==> config.mk <==
export PLATFORM = sky130hd
export DESIGN_NAME = dp_ram_fifo_ctrl
export DESIGN_NICKNAME = d
export VERILOG_FILES = /design/src/rtl/dp_ram_fifo_ctrl_pkg.sv /design/src/rtl/dp_ram_fifo_ctrl_skid_buf2.sv /design/src/rtl/dp_ram_fifo_ctrl.sv
export SDC_FILE = /design/constraint.sdc
export NUM_CORES = 1
export LEC_CHECK = 0
export BUFFER_PORTS_ARGS = -buffer_cell sky130_fd_sc_hd__buf_4
export CAP_MARGIN = 20
export CORE_ASPECT_RATIO = 1.25
export CORE_MARGIN = 10
export CORE_UTILIZATION = 50
export CTS_CLUSTER_DIAMETER = 120
export DETAILED_ROUTE_END_ITERATION = 7
export GPL_TIMING_DRIVEN = 0
export PLACE_DENSITY_LB_ADDON = 0.05
export SLEW_MARGIN = 20
export SYNTH_ARGS = -nofsm -noshare
export SYNTH_HDL_FRONTEND = slang
export SYNTH_SLANG_ARGS = --single-unit
==> constraint.sdc <==
create_clock -name clk_i -period 7.6 [get_ports clk_i]
set_clock_uncertainty 0.2 [all_clocks]
set_input_delay 1.52 -clock clk_i [delete_from_list [all_inputs] [get_ports clk_i]]
set_output_delay 1.52 -clock clk_i [all_outputs]
set_load 0.01 [all_outputs]
==> src/rtl/dp_ram_fifo_ctrl_pkg.sv <==
// Shared types for the dual-port-RAM FIFO controller: the read-side state
// encoding and helpers that translate between the state and the
// (read pending, words held in skid) pair it stands for.
package dp_ram_fifo_ctrl_pkg;

  typedef enum logic [2:0] {
    RD_IDLE        = 3'd0,
    RD_FETCH       = 3'd1,
    RD_HOLD1       = 3'd2,
    RD_HOLD1_FETCH = 3'd3,
    RD_HOLD2       = 3'd4
  } rd_state_e;

  function automatic rd_state_e rd_state_encode(input logic pend, input logic [1:0] held);
    rd_state_e s;
    case ({pend, held})
      3'b000:  s = RD_IDLE;
      3'b100:  s = RD_FETCH;
      3'b001:  s = RD_HOLD1;
      3'b101:  s = RD_HOLD1_FETCH;
      default: s = RD_HOLD2;
    endcase
    return s;
  endfunction

  function automatic logic rd_state_pending(input rd_state_e s);
    return (s == RD_FETCH) || (s == RD_HOLD1_FETCH);
  endfunction

endpackage

==> src/rtl/dp_ram_fifo_ctrl_skid_buf2.sv <==
// Two-entry register FIFO that absorbs the RAM's one-cycle read latency.
// Head is the oldest word and drives the output directly.
module dp_ram_fifo_ctrl_skid_buf2 #(
  parameter int DATA_WIDTH = 64
) (
  input  logic                  clk_i,
  input  logic                  rst_i,
  input  logic                  flush_i,
  input  logic                  push_i,
  input  logic [DATA_WIDTH-1:0] push_data_i,
  input  logic                  pop_i,
  output logic                  valid_o,
  output logic [DATA_WIDTH-1:0] head_o,
  output logic [1:0]            cnt_o
);

  logic [DATA_WIDTH-1:0] head_q;
  logic [DATA_WIDTH-1:0] tail_q;
  logic [1:0]            cnt_q;

  // Storage and occupancy; flush drops the count but leaves stale data,
  // which is never visible because valid_o follows the count.
  always_ff @(posedge clk_i or posedge rst_i) begin
    if (rst_i) begin
      head_q <= '0;
      tail_q <= '0;
      cnt_q  <= 2'd0;
    end else if (flush_i) begin
      cnt_q <= 2'd0;
    end else begin
      case ({push_i, pop_i})
        2'b10: begin
          if (cnt_q == 2'd0) head_q <= push_data_i;
          else               tail_q <= push_data_i;
          cnt_q <= cnt_q + 2'd1;
        end
        2'b01: begin
          head_q <= tail_q;
          cnt_q  <= cnt_q - 2'd1;
        end
        2'b11: begin
          if (cnt_q == 2'd1) begin
            head_q <= push_data_i;
          end else begin
            head_q <= tail_q;
            tail_q <= push_data_i;
          end
        end
        default: ;
      endcase
    end
  end

  assign valid_o = (cnt_q != 2'd0);
  assign head_o  = head_q;
  assign cnt_o   = cnt_q;

endmodule

==> src/rtl/dp_ram_fifo_ctrl.sv <==
// Streaming FIFO controller around an external simple dual-port RAM
// (port A write, port B registered read). Owns both pointers, hides the
// read latency behind a 2-entry skid buffer and reports total occupancy.
//
// Read-side states (read pending x words in skid):
//   state          | meaning
//   RD_IDLE        | nothing in flight, skid empty
//   RD_FETCH       | one RAM read in flight, skid empty
//   RD_HOLD1       | skid holds one word, no read in flight
//   RD_HOLD1_FETCH | skid holds one word, one read in flight
//   RD_HOLD2       | skid full, no further reads until a pop
module dp_ram_fifo_ctrl #(
  parameter int RAM_DEPTH  = 16,
  parameter int ADDR_WIDTH = $clog2(RAM_DEPTH),
  parameter int DATA_WIDTH = 64,
  parameter int CNT_WIDTH  = $clog2(RAM_DEPTH + 3)
) (
  input  logic                  clk_i,
  input  logic                  rst_i,
  input  logic                  flush_i,
  input  logic                  in_valid_i,
  output logic                  in_ready_o,
  input  logic [DATA_WIDTH-1:0] in_data_i,
  output logic                  out_valid_o,
  input  logic                  out_ready_i,
  output logic [DATA_WIDTH-1:0] out_data_o,
  output logic [CNT_WIDTH-1:0]  count_o,
  output logic                  ram_ena_o,
  output logic                  ram_wea_o,
  output logic [ADDR_WIDTH-1:0] ram_addra_o,
  output logic [DATA_WIDTH-1:0] ram_dia_o,
  output logic                  ram_enb_o,
  output logic [ADDR_WIDTH-1:0] ram_addrb_o,
  input  logic [DATA_WIDTH-1:0] ram_dob_i
);

  import dp_ram_fifo_ctrl_pkg::*;

  localparam int RC_W = $clog2(RAM_DEPTH + 1);

  logic [ADDR_WIDTH-1:0] wr_ptr_q, wr_ptr_d;
  logic [ADDR_WIDTH-1:0] rd_ptr_q, rd_ptr_d;
  logic [RC_W-1:0]       ram_cnt_q, ram_cnt_d;
  logic [CNT_WIDTH-1:0]  count_q, count_d;
  logic                  in_ready_q, in_ready_d;
  rd_state_e             state_q, state_d;

  logic       push, pop, issue, cap, rd_pend, skid_valid;
  logic [1:0] skid_cnt, skid_cnt_d;
  logic [2:0] rd_occ;

  function automatic logic [ADDR_WIDTH-1:0] ptr_inc(input logic [ADDR_WIDTH-1:0] p);
    return (p == ADDR_WIDTH'(RAM_DEPTH - 1)) ? '0 : p + 1'b1;
  endfunction

  assign rd_pend = rd_state_pending(state_q);

  // Handshakes and read issue. A pop in the same cycle frees a skid slot,
  // which keeps one word per cycle flowing with the consumer always ready.
  always_comb begin
    push   = in_valid_i & in_ready_q & ~flush_i;
    pop    = skid_valid & out_ready_i & ~flush_i;
    cap    = rd_pend & ~flush_i;
    rd_occ = {1'b0, skid_cnt} + {2'b00, rd_pend} - {2'b00, pop};
    issue  = (ram_cnt_q != '0) & (rd_occ < 3'd2) & ~flush_i;
  end

  // Next-state for pointers, occupancy counters and the ready flag.
  always_comb begin
    wr_ptr_d   = wr_ptr_q;
    rd_ptr_d   = rd_ptr_q;
    ram_cnt_d  = ram_cnt_q;
    count_d    = count_q;
    skid_cnt_d = skid_cnt;
    if (flush_i) begin
      wr_ptr_d   = '0;
      rd_ptr_d   = '0;
      ram_cnt_d  = '0;
      count_d    = '0;
      skid_cnt_d = 2'd0;
    end else begin
      if (push)  wr_ptr_d = ptr_inc(wr_ptr_q);
      if (issue) rd_ptr_d = ptr_inc(rd_ptr_q);
      case ({push, issue})
        2'b10:   ram_cnt_d = ram_cnt_q + RC_W'(1);
        2'b01:   ram_cnt_d = ram_cnt_q - RC_W'(1);
        default: ram_cnt_d = ram_cnt_q;
      endcase
      case ({push, pop})
        2'b10:   count_d = count_q + CNT_WIDTH'(1);
        2'b01:   count_d = count_q - CNT_WIDTH'(1);
        default: count_d = count_q;
      endcase
      if (cap) skid_cnt_d = skid_cnt_d + 2'd1;
      if (pop) skid_cnt_d = skid_cnt_d - 2'd1;
    end
    in_ready_d = (ram_cnt_d < RC_W'(RAM_DEPTH)) & ~flush_i;
    state_d    = rd_state_encode(issue, skid_cnt_d);
  end

  // Write/read pointers, RAM occupancy, total count and registered ready.
  always_ff @(posedge clk_i or posedge rst_i) begin
    if (rst_i) begin
      wr_ptr_q   <= '0;
      rd_ptr_q   <= '0;
      ram_cnt_q  <= '0;
      count_q    <= '0;
      in_ready_q <= 1'b0;
    end else begin
      wr_ptr_q   <= wr_ptr_d;
      rd_ptr_q   <= rd_ptr_d;
      ram_cnt_q  <= ram_cnt_d;
      count_q    <= count_d;
      in_ready_q <= in_ready_d;
    end
  end

  // Read-side state machine; its state carries the read-pending flag.
  always_ff @(posedge clk_i or posedge rst_i) begin
    if (rst_i) state_q <= RD_IDLE;
    else       state_q <= state_d;
  end

  dp_ram_fifo_ctrl_skid_buf2 #(
    .DATA_WIDTH(DATA_WIDTH)
  ) u_skid (
    .clk_i      (clk_i),
    .rst_i      (rst_i),
    .flush_i    (flush_i),
    .push_i     (cap),
    .push_data_i(ram_dob_i),
    .pop_i      (pop),
    .valid_o    (skid_valid),
    .head_o     (out_data_o),
    .cnt_o      (skid_cnt)
  );

  assign in_ready_o  = in_ready_q;
  assign out_valid_o = skid_valid;
  assign count_o     = count_q;
  assign ram_ena_o   = push;
  assign ram_wea_o   = push;
  assign ram_addra_o = wr_ptr_q;
  assign ram_dia_o   = in_data_i;
  assign ram_enb_o   = issue;
  assign ram_addrb_o = rd_ptr_q;

endmodule

# --- Word-level counts from Yosys, hierarchy flattened ---
# Cells that the tools add are included.
totals:
  elab_cells: 85
  reg_bits: 152
op_classes:
  n_eq_ne: 18
  n_reduce_logical: 13
  n_lt_le_gt_ge: 2
  add_sub_neg: 11
  n_bitwise: 9
  mux: 23
op_table:
  columns: ["op", "count"]
  rows:
  - ["$mux 64", 4]
  - ["$pmux 64 s3", 1]
  - ["$pmux 64 s2", 1]
  - ["$mux 4", 6]
  - ["$pmux 5 s2", 2]
  - ["$pmux 3 s4", 1]
  - ["$add 5x1->5 const B", 2]
  - ["$mux 2", 5]
  - ["$mux 5", 2]
  - ["$sub 5x1->5 const B", 2]
  - ["$reduce_bool 3->1", 3]
  - ["$add 4x1->4 const B", 2]
  - ["$and 1x1->1", 8]
  - ["$eq 2x1->1 const B", 4]
  - ["$eq 2x2->1 const B", 4]
  - ["$eq 4x4->1 const B", 2]
  - ["$reduce_bool 2->1", 4]
  - ["$eq 3x1->1 const B", 2]
  - ["$eq 3x3->1 const B", 2]
  - ["$lt 5x5->1 const B", 1]
  - ["$reduce_bool 5->1", 1]
  - ["$ne 2x2->1 const B", 2]
  - ["$pmux 2 s2", 1]
  - ["$reduce_and 4->1", 1]
  - ["12 further kinds", 13]

# --- Logic depth before layout (Yosys ltp) ---
# Gate-level depths: netlist (run 1).
depth:
  depth_word: 12
  depth_mapped: 16
  ltp_nobuf: 16

# --- Hierarchy ---
# Synthesis (run 1) repeated with hierarchy kept, for this count alone.
hier_totals:
  cells_unflattened: 575
  hier_area_um2: 7716.2
modules_own_cells:
  columns: ["module", "seq_area_each_um2", "area_each_um2", "instances", "cells_per_inst"]
  rows:
  - ["dp_ram_fifo_ctrl_skid_buf2", 3253.1, 5808.1, 1, 363]
  - ["dp_ram_fifo_ctrl", 525.5, 1908.1, 1, 212]

# --- Least setup slack after synthesis (run 1) ---
# OpenSTA, ideal clock, no wires.
synth_timing:
  kind: "input -> register"
  start: "in flush_i"
  end: "reg in_ready_q (netlist: in_ready_o)"
  path_slack_ns: 2.355
  required_ns: 7.277
  stages: 14
  t_arrival_ns: 4.922
  cell_sequence: "or3b_1 -> inv_1 -> ha_1 -> or2b_1 -> fa_1 -> xnor2_1 -> o211ai_2 -> nor2_1 -> ha_1 -> ha_1 -> a21o_1 -> a21oi_1 -> mux2_2 -> mux2i_1"
synth_between:
  elab_chain_len: 11
  word_cells_on_any_way: 13
  cone_classes: "1 x add/sub; 2 x order compare; 2 x eq/ne; 2 x mux; 6 x bitwise"
synth_rtl:
  columns: ["element", "line", "rtl"]
  rows:
  - ["from (decl)", "dp_ram_fifo_ctrl.sv:20", "input logic flush_i,"]
  - ["$not 1->1 (no source line) (*)", null, null]
  - ["$and 1x1->1", "dp_ram_fifo_ctrl.sv:62", "pop = skid_valid & out_ready_i & ~flush_i;"]
  - ["$sub 3x1->3", "dp_ram_fifo_ctrl.sv:64", "rd_occ = {1'b0, skid_cnt} + {2'b00, rd_pend} - {2'b00, pop};"]
  - ["$lt 3x2->1", "dp_ram_fifo_ctrl.sv:65", "issue = (ram_cnt_q != '0) & (rd_occ < 3'd2) & ~flush_i;"]
  - ["$and 1x1->1", "dp_ram_fifo_ctrl.sv:65", null]
  - ["$and 1x1->1 (*)", "dp_ram_fifo_ctrl.sv:65", null]
  - ["net ram_enb_o", "dp_ram_fifo_ctrl.sv:32", "output logic ram_enb_o,"]
  - ["$eq 2x1->1 / $eq 2x2->1 (equally long branches)", "dp_ram_fifo_ctrl.sv:84", "case ({push, issue})"]
  - ["$pmux 5 s2 (*)", "dp_ram_fifo_ctrl.sv:84", null]
  - ["$mux 5 (*)", "dp_ram_fifo_ctrl.sv:75", "if (flush_i) begin"]
  - ["$lt 5x5->1 (*)", "dp_ram_fifo_ctrl.sv:97", "in_ready_d = (ram_cnt_d < RC_W'(RAM_DEPTH)) & ~flush_i;"]
  - ["$and 1x1->1 (*)", "dp_ram_fifo_ctrl.sv:97", null]
  - ["net in_ready_d", "dp_ram_fifo_ctrl.sv:45", "logic in_ready_q, in_ready_d;"]
  - ["to (signal assigned)", "dp_ram_fifo_ctrl.sv:114", "in_ready_q <= in_ready_d;"]
  - ["to (decl)", "dp_ram_fifo_ctrl.sv:45", null]
# The timed path passes the listed nets; every way through them passes the cells marked *.
# A chain may end at the register's enable or synchronous reset.

# --- Worst setup path in the final report (run 1) ---
layout_timing:
  start: "in flush_i"
  end: "out ram_enb_o"
layout_between:
  elab_chain_len: 6
layout_rtl:
  columns: ["element", "line"]
  rows:
  - ["$not 1->1 (no source line) (*)", null]
  - ["$and 1x1->1", "dp_ram_fifo_ctrl.sv:62"]
  - ["$sub 3x1->3", "dp_ram_fifo_ctrl.sv:64"]
  - ["$lt 3x2->1", "dp_ram_fifo_ctrl.sv:65"]
  - ["$and 1x1->1", "dp_ram_fifo_ctrl.sv:65"]
  - ["$and 1x1->1 (*)", "dp_ram_fifo_ctrl.sv:65"]
  - ["to (decl)", "dp_ram_fifo_ctrl.sv:32"]
# Every way passes the cells marked *; elsewhere a longest branch is shown, timed or not.

==> impl_metrics.toml, run 1 <==
[global_route]
grt_max_degree = 93
grt_pass1_vias = 5836
grt_use_total = 0.1908
globalRouteOverflowTotal = 0
antenna_found_initial = 0
grt_pass1_wl_um = 31020

[logic_synthesis]
syn_inst = 641
synth_ff_type = "dfrtp_1"
synthXorXnorAreaFrac = 0.009500
synthesis.nets = 790
avgSynthCellArea_um2 = 11.51
yosys_warnings = 0
synthAdderAreaFrac = 0.03020
ys_ff_latch = 151
synth_area_um2 = 7376
ys_seq_area_frac = 0.5123
synthMuxAreaShare = 0.1930
synth_edf_count = 0
yosys.area_share.simple = 0.07294
synth-compound-area-share = 0.07905
synthArstFlopShare = 1.000
synth_cell_types = 44
synth_top_family_by_area = "multiplexers"

[cts]
cts_resized = 0
clock-sinks = 151
cts_buffers = 17
ctsHoldBuffers = 0
h-tree-depth = 4
clockBufferDepth = 2
root_buffer = "clkbuf_16"
clk_latency_ns = 0.41
cts_tree = "built"
post_cts_buffers = 0
clk_pin_slew_worst_paths_ns = 0.06

[drt]
wl_met2_um = 10100
drt_iter0_markers = 285
dr_wl_met3_um = 1758
top_layer = "met4"
drc = 0
drtAntennaViolNets = 0
vias = 5537
finalWirelength_um = 19930
detail_route.vias_per_cell = 5.194
routedWlPerCell_um = 18.69
wl_met1_um = 7874
firstDrtPassIters = 4

[sta]
layout_min_cycle_time_ns = 5.769
rsz0062_at_grt = "false"
final-hold-violation-count = 0
hold_ws_ns = 0.3010
timing.final.crit_share = 0.7591
fmax_mhz = 173.3
tns_ns = 0
setup_viol = 0
relSlewSlack = 0.5047
setup_ws_ns = 1.831
worst-slew-pin-transition_ns = 0.7373
slew_violations = 0

[critical_path]
cp-endpoint = "ram_enb_o"
crit_start = "flush_i"
crit_required_ns = 5.88
r2r-end = "ram_cnt_q[4]$_DFF_PP0_"
ff2ff_path_depth = 16
reg2reg_from = "u_skid.cnt_o[1]$_DFFE_PP0P_"
cp-start-kind = "input port"
worstPathArrival_ns = 4.05
critPathCaptureType = "primary output"
cp_max_fo = 8
r2r_slack_ns = 2.72
worstSetupPathType = "input port to primary output"

[power_and_ir_drop]
swShare = 0.3075
p_comb_frac = 0.320
ir_drop_v = 0.0002602
p_int_uw = 2140
p_per_area_nw_per_um2 = 313.4
p_seq_frac = 0.396
switchingPower_uw = 950.2
p_clk_frac = 0.284
p_leak_uw = 0.005392

[floorplanning]
start_util = 0.5119
dieHeight_um = 155.8
core_um2 = 14410
die_w_um = 128.6
std_cell_rows = 49
die_area_um2 = 20040
ios = 279

[placed_design]
place.gp.congestion = 0.7798
place_ws_ns = 1.849
portBuffers = 214
dp.cells = 1034
place_hpwl_um = 15370

[flow_run]
cap_violations = 0

[cells_and_area]
area_growth_pct = 33.69
layout.nets = 1024
antenna_cells = 0
n_fill_cell = 1115
drive_above_1_share = 0.4516
final_cell_count_no_fill = 1066

[run_status]
outcome = "complete, no violations"

[min_path]
hold_path_class = "flop to flop"
==> state kept, by name, indices dropped and copies added, names as in the netlist <==
register       flops
state_q            2
u_skid.head_o     64
ram_addra_o        4
in_ready_o         1
u_skid.tail_q     64
u_skid.cnt_o       2
ram_cnt_q          5
ram_addrb_o        4
count_o            5
==> critical path, stage by stage <==
cell and delay, ns:
buf_4 0.11, or3b_1 0.41, inv_1 0.16, ha_1 0.25, or2b_1 0.24, fa_1 0.39, xnor2_1 0.20, o211ai_2 0.21
nor2_1 0.36, buf_4 0.20
==> synth_stat cells, types with 5 or more instances <==
cell type	n	area [um2]
ha_1	13	162.7
nor3_1	8	40.04
inv_1	9	33.78
o21ai_0	5	25.02
dfrtp_1	151	3779
buf_4	65	488.0
a21o_1	6	45.04
buf_2	10	50.05
mux2_2	66	743.2
clkbuf_1	13	48.80
nor2_1	76	285.3
a21oi_1	78	390.4
buf_12	6	120.1
nand2_1	16	60.06
mux2i_1	68	680.7
==> worst min-delay path by stage <==
stage / depth (start not counted) / from / end / slack [ns]
after floorplan: 2 / ram_cnt_q[3]$_DFFE_PP0P_ / ram_cnt_q[3]$_DFFE_PP0P_ / 0.26
after global placement: 1 / u_skid.tail_q[33]$_DFFE_PP0P_ / u_skid.tail_q[33]$_DFFE_PP0P_ / 0.29
after detailed placement: 1 / u_skid.tail_q[57]$_DFFE_PP0P_ / u_skid.tail_q[57]$_DFFE_PP0P_ / 0.29
after CTS: 1 / u_skid.tail_q[57]$_DFFE_PP0P_ / u_skid.tail_q[57]$_DFFE_PP0P_ / 0.30
after global routing: 1 / u_skid.tail_q[37]$_DFFE_PP0P_ / u_skid.tail_q[37]$_DFFE_PP0P_ / 0.31
final: 1 / u_skid.tail_q[39]$_DFFE_PP0P_ / u_skid.tail_q[39]$_DFFE_PP0P_ / 0.30
==> final cells by class <==
| class | count | area, um2 | share of cell area |
|---|---|---|---|
| Buffer | 97 | 725.7 | 0.07359 |
| Clock buffer | 20 | 446.7 | 0.04530 |
| Clock inverter | 12 | 173.9 | 0.01764 |
| Inverter | 9 | 41.29 | 0.004187 |
| Multi-Input combinational cell | 384 | 2838 | 0.2878 |
| Sequential cell | 151 | 3779 | 0.3832 |
| Tap cell | 178 | 222.7 | 0.02259 |
| Timing Repair Buffer | 215 | 1634 | 0.1657 |
==> cells by family after synthesis <==
family | count (synthesis)
flops | 151
mux | 134
simple gates | 123
buf+inv | 106
compound gates | 103
fa+ha+maj | 16
xor+xnor | 8
==> routing by layer <==
metal | up-vias | global-route usage
met5 | - | 0
met4 | 0 | 0.04408
met3 | 16 | 0.07140
met2 | 197 | 0.3303
met1 | 2714 | 0.2178
li1 | 2610 | -
==> stage by stage <==
stage / util / cell area (um2) / total power, uW
after floorplan: - / 7376 / 1733
after global placement: 0.6389 / 9205 / 2200
after detailed placement: 0.6413 / 9240 / 2243
after CTS: 0.6844 / 9861 / 3128
after global routing: 0.6844 / 9861 / 3269
final: 0.6844 / 9861 / 3091
==> power groups by stage <==
stage / combinational, uW / sequential (uW) / clock [uW]
after floorplan: 446 / 1290 / 0
after global placement: 976 / 1220 / 0
after detailed placement: 1010 / 1240 / 0
after CTS: 1010 / 1220 / 893
after global routing: 1090 / 1250 / 925
final: 988 / 1220 / 879
==> layout by cell type, fill, tap and decap left out, drive strengths merged, types with 5 or more instances in the layout <==
cell type,synthesis,layout
a21o,6,6
a21oi,78,78
buf,84,299
clkbuf,13,33
dfrtp,151,151
ha,13,13
inv,9,10
mux2,66,66
mux2i,68,68
nand2,17,17
nor2,76,76
nor3,8,8
o21ai,5,5
(Power assumes the default switching activity.)
==> run 2, diff against run 1 <==
CORE_UTILIZATION = 45   (was 50)
clock period = 4.85 ns   (was 7.6 ns; I/O delays follow)
==> run 2 against run 1 <==
  * Sequential cell count stayed put
  * Clock power up 59%
  * Clock-buffer cell count unchanged
  * Hold slack gained 0.0011 ns
  * Core utilization is 6.4 points lower
  * Worst setup slack got worse by 1.5 ns
  * Sequential share of layout area is 0.57 points lower
  * Critical path depth is 1 higher
  * Final cell count rose by 4.0%
  * Routed wire length fell by 1.0%
  * Critical path type is now flop to primary output
  * Critical endpoint unchanged
  * Largest cell class unchanged
==> impl_metrics.toml, run 2 (synthesis results as in run 1) <==
[cts]
clk_latency_ns = 0.42
clock-sinks = 151
clk_pin_slew_worst_paths_ns = 0.06
cts_tree = "built"
h-tree-depth = 4
root_buffer = "clkbuf_16"
post_cts_buffers = 0
clockBufferDepth = 2
cts_buffers = 17

[critical_path]
ff2ff_path_depth = 16
critPathCaptureType = "primary output"
crit_required_ns = 3.68
cp_max_fo = 8
critical_path.max_stage_delay_ns = 0.42
worstPathArrival_ns = 3.38
worstSetupPathType = "flop to primary output"
reg2reg_from = "u_skid.cnt_o[1]$_DFFE_PP0P_"
cp-start-kind = "flop"
r2r_slack_ns = 0.32
r2r-end = "in_ready_o$_DFF_PP0_"
cp_cell_sequence = "inv_1 -> ha_1 -> or3b_1 -> inv_1 -> ha_1 -> or2b_1 -> fa_1 -> xnor2_1 -> o211ai_2 -> nor2_4 -> buf_4"
critPathSlowestCell = "dfrtp_1"

[cells_and_area]
final_common_cell = "buf_4"
layout_common_cells = "279 x buf_4, 151 x dfrtp_1, 78 x a21oi_1, 75 x nor2_1, 68 x mux2i_1"
area_growth_pct = 35.69
n_fill_cell = 1336
fin_util = 0.6203
layout.nets = 1028
drive_above_1_share = 0.4574

[drt]
vias = 5497
routedWlPerCell_um = 17.79
drtAntennaViolNets = 0
finalWirelength_um = 19730
drt_iter0_markers = 292
drc = 0
detail_route.vias_per_cell = 4.957
firstDrtPassIters = 4

[power_and_ir_drop]
p_per_area_nw_per_um2 = 485.9
power_uw = 4863
p_leak_uw = 0.005432
ir_drop_v = 0.0002596

[sta]
setup_ws_ns = 0.2956
rsz0062_at_grt = "false"
timing.final.crit_share = 0.9391
setup_viol = 0
worst-slew-pin-transition_ns = 0.7505
relSlewSlack = 0.4958
layout_min_cycle_time_ns = 4.554
tns_ns = 0
final-hold-violation-count = 0
slew_violations = 0
fmax_mhz = 219.6

[placed_design]
place_hpwl_um = 15420
portBuffers = 214
place.gp.congestion = 0.8300
place_ws_ns = -0.2409

[floorplanning]
ios = 279
die_area_um2 = 21940
die_w_um = 134.5
start_util = 0.4571
dieHeight_um = 163.1
std_cell_rows = 52
core_um2 = 16140

[global_route]
antenna_found_initial = 1
globalRouteOverflowTotal = 0
grt_pass1_wl_um = 30810
grt_pass1_vias = 5833
grt_use_total = 0.1753
grt_max_degree = 33

[min_path]
hold_path_class = "flop to flop"
min-delay-start = "u_skid.tail_q[33]$_DFFE_PP0P_"
hold_path_end = "u_skid.tail_q[33]$_DFFE_PP0P_"
hold_depth = 1

[run_status]
outcome = "complete, no violations"

[flow_run]
cap_violations = 0
run 2: area by class of cell:
cell class,instances,area (um2),area share
Clock inverter,12,175.2,0.01750
Antenna cell,1,2.502,0.0002500
Tap cell,216,270.3,0.02700
Multi-Input combinational cell,384,2848,0.2845
Inverter,9,37.54,0.003750
Sequential cell,151,3779,0.3775
Clock buffer,20,456.7,0.04563
Buffer,97,725.7,0.07251
Timing Repair Buffer,219,1714,0.1713
run 2: routing by layer:
metal	vias to the layer above	global-route usage	part of all wire
met5	-	0	0
met4	0	0.04906	0.012
met3	19	0.08052	0.098
met2	197	0.2943	0.49
met1	2649	0.1961	0.40
li1	2632	-	-
run 2: what timing repair did:
action | in CTS | in global routing
resized for setup | 0 | 3
hold buffers | 0 | 0
setup endpoints to repair | 0 | 3
run 2: how the worst max path moves through the flow:
stage	startpoint	end	slack, ns	cells past startpoint
after floorplan	flush_i	in_ready_o$_DFF_PP0_	0.16	14
final	u_skid.cnt_o[1]$_DFFE_PP0P_	ram_enb_o	0.30	11
after global placement	flush_i	in_ready_o$_DFF_PP0_	-0.23	15
after detailed placement	flush_i	in_ready_o$_DFF_PP0_	-0.24	15
after global routing	u_skid.cnt_o[1]$_DFFE_PP0P_	in_ready_o$_DFF_PP0_	0.003	16
after CTS	u_skid.cnt_o[1]$_DFFE_PP0P_	in_ready_o$_DFF_PP0_	0.07	16
run 2: stage by stage:
stage          hold slack, ns  cells  instance area (um2)
2_1_floorplan          0.2648    641                 7380
3_3_place_gp           0.2835   1071                 9256
3_5_place_dp           0.2921   1076                 9364
4_1_cts                0.3051   1108                 9996
5_1_grt                0.3101   1108                10010
6_report               0.3021   1109                10010
run 2: worst max-delay path, delay by kind of cell, from the launching register on:
kind | cells | cell delay (ns)
buffers and inverters | 3 | 0.42
AND/OR/NAND/NOR | 3 | 0.83
XOR/XNOR | 1 | 0.19
adder cells (fa/ha/maj) | 3 | 0.87
flip-flops | 1 | 0.42
AO/OA/AOI/OAI | 1 | 0.22
run 2: power breakdown:
group          internal [uW]  switching [uW]
registers               1670             241
clock network            887             516
logic                    817             732
==> run 3, diff against run 2 <==
SYNTH_HIERARCHICAL = 1   (was unset)
==> run 3 against run 2 <==
  * Via count down 6.0%
  * Die area up 4.0%
  * Global-route usage down 0.55 points
  * Hold slack worse by 0.014 ns
  * First-iteration DRC count up 8.2%
  * Routed wire length down 0.54%
  * Sequential power down 12%
  * Worst setup slack better by 0.080 ns
  * Clock-buffer cell count down 1
  * Non-clock buffer count down 12
==> impl_metrics.toml, run 3 <==
[run_status]
outcome = "complete, no violations"

[cells_and_area]
layout_common_cells = "280 x buf_4, 164 x mux2_2, 149 x dfrtp_1, 20 x mux2_4"
antenna_cells = 0
final_area_um2 = 10230
layout.nets = 957
drive_above_1_share = 0.6602
final_common_cell = "buf_4"
area_growth_pct = 32.58
fin_util = 0.6073
n_fill_cell = 1367

[sta]
layout_min_cycle_time_ns = 4.475
rsz0062_at_grt = "false"
relSlewSlack = 0.4468
fmax_mhz = 223.5
timing.final.crit_share = 0.9226
final-hold-violation-count = 0
worst-slew-pin-transition_ns = 0.8288
slew_violations = 0
setup_viol = 0

[drt]
drt_iter0_markers = 316
finalWirelength_um = 19620
drtAntennaViolNets = 0
drc = 0
routedWlPerCell_um = 18.85
firstDrtPassIters = 4
detail_route.vias_per_cell = 4.963
vias = 5167

[min_path]
hold_path_class = "flop to flop"
min-delay-start = "u_skid/tail_q[1]$_DFFE_PP0P_"

[critical_path]
reg2reg_from = "u_skid/cnt_o[0]$_DFFE_PP0P_"
crit_required_ns = 4.97
cpLargestDelayFamily = "adder cells"
critPathCaptureType = "flop"
crit_start = "u_skid/cnt_o[0]$_DFFE_PP0P_"
cp_max_fo = 9
worstSetupPathType = "flop to flop"
critPathSlowestCell = "dfrtp_2"
critical_path.max_stage_delay_ns = 0.46
worstPathArrival_ns = 4.60
crit_buf_inv = 4
cp_cell_sequence = "inv_1 -> ha_1 -> inv_2 -> nand2_4 -> nor3_4 -> o21ai_0 -> fa_1 -> xnor2_2 -> o211ai_4 -> or2b_4 -> inv_2 -> ha_2 -> inv_1 -> fa_1 -> nand2b_1 -> a21oi_1 -> mux2i_2 -> mux2i_1"
cp-start-kind = "flop"

[global_route]
gr-usage-met1 = 0.1797
busiest_layer = "met2"
globalRouteOverflowTotal = 0
grt_use_total = 0.1698
use_met2 = 0.2939
grt_max_degree = 108
grt_util_met3 = 0.06749
antenna_found_initial = 0
grt_pass1_wl_um = 30610
grt_pass1_vias = 5652

[floorplanning]
die_area_um2 = 22820
dieHeight_um = 166.4
start_util = 0.4581
core_um2 = 16840
ios = 279
std_cell_rows = 53
die_w_um = 137.1

[cts]
root_buffer = "clkbuf_16"
clockBufferDepth = 2
post_cts_buffers = 0
clock-sinks = 151
cts_buffers = 17
clk_latency_ns = 0.41
clk_pin_slew_worst_paths_ns = 0.06
h-tree-depth = 4
cts_tree = "built"
ctsHoldBuffers = 0

[flow_run]
cap_violations = 0

[logic_synthesis]
netlist_top_cells_area = "dfrtp_1 49%, mux2_2 24%, buf_4 6.4%"
synth_top_area_frac = 0.4897
yosysMostFrequentCell = "mux2_2"
synth_area_um2 = 7716
synth_ff_type = "dfrtp_1"
syn_inst = 575
ys_seq_area_frac = 0.4897
avgSynthCellArea_um2 = 13.42
synthXorXnorAreaFrac = 0.01119
synthArstFlopShare = 1.000
synthAdderAreaFrac = 0.02886
yosys_warnings = 6
synth-compound-area-share = 0.03892
ys_ff_latch = 151
synth_edf_count = 0
synth_cell_types = 53
ys_top_cells_by_count = "164 x mux2_2, 151 x dfrtp_1, 66 x buf_4, 20 x mux2_4, 17 x nor2_1"
synth_top_family_by_area = "multiplexers"
yosys.area_share.simple = 0.04021
synth_top_area_cell = "dfrtp_1"
synthesis.nets = 724
synthMuxAreaShare = 0.2964

[placed_design]
portBuffers = 214
placed_cell_area_um2 = 9633
place_hpwl_um = 15510
place.gp.congestion = 0.7539

[power_and_ir_drop]
ir_drop_v = 0.0002754
p_per_area_nw_per_um2 = 399.8
p_leak_uw = 0.005203
run 3: changes by cell type in the layout (fill, tap and decap cells not counted), moves of 5 or more:
cell,change
clkbuf_1,-12
buf_2,+5
mux2_4,+20
mux2i_1,-64
buf_12,-10
nor2_1,-58
mux2_2,+98
mux2_1,+8
a21oi_1,-66
run 3: stage by stage:
stage / setup TNS [ns] / hold slack (ns) / worst slack [ns] / power, uW / std cells
2_1_floorplan: 0 / 0.2585 / 0.2107 / 2240 / 575
3_3_place_gp: -173.86 / 0.2694 / -1.352 / 2838 / 1009
3_5_place_dp: -0.3976 / 0.2788 / -0.2317 / 2879 / 1010
4_1_cts: 0 / 0.2877 / 0.09584 / 4162 / 1041
5_1_grt: 0 / 0.2868 / 0.09502 / 4319 / 1041
6_report: 0 / 0.2881 / 0.3752 / 4089 / 1041
run 3: cell type report:
cell class / instances / area, um2 / area share
flip-flops and latches: 151 / 3781 / 0.3696
clock inverters: 13 / 120.1 / 0.01174
inverters: 15 / 63.81 / 0.006238
plain buffers: 89 / 670.6 / 0.06556
repair buffers: 215 / 1634 / 0.1597
clock buffers: 19 / 452.9 / 0.04428
multi-input cells: 319 / 3232 / 0.3159
well taps: 220 / 275.3 / 0.02691
run 3: path summary, 6_finish.rpt:
path                       cells past startpoint  slack [ns]                       endpoint
max                                           18        0.38           in_ready_o$_DFF_PP0_
min                                            1        0.29   u_skid/tail_q[1]$_DFFE_PP0P_
max reg2reg                                   18        0.38           in_ready_o$_DFF_PP0_
min reg2reg                                    1        0.29   u_skid/tail_q[1]$_DFFE_PP0P_
max in group asynchronous                      3        3.36  u_skid/head_o[29]$_DFFE_PP0P_
min in group asynchronous                      2        0.30  u_skid/tail_q[12]$_DFFE_PP0P_
run 3: what timing repair did:
action,CTS,global route
resized for setup,3,6
endpoints found under the setup margin,2,2
pin swaps,0,0
cloned,0,0
hold endpoints to repair,0,0
run 3: power breakdown:
part	internal (uW)	switching (uW)	leakage (uW)
clock	737	523	0.000276
sequential	1530	154	0.00203
combinational	678	466	0.00290
total	2950	1140	0.00520
run 3: kinds of logic (layout without fill, tap and decap cells):
kind of cell    count (synthesis)  after routing
flops                         151            151
fa+ha+maj                      16             16
compound gates                 37             37
xor+xnor                        9              9
buf+inv                       105            351
mux                           197            197
simple gates                   60             60
run 3: per-layer routing:
metal | part of all wire | vias to the layer above
met3 | 0.086 | 26
met5 | 0 | -
met1 | 0.36 | 2566
li1 | - | 2419
met4 | 0.024 | 0
met2 | 0.53 | 156
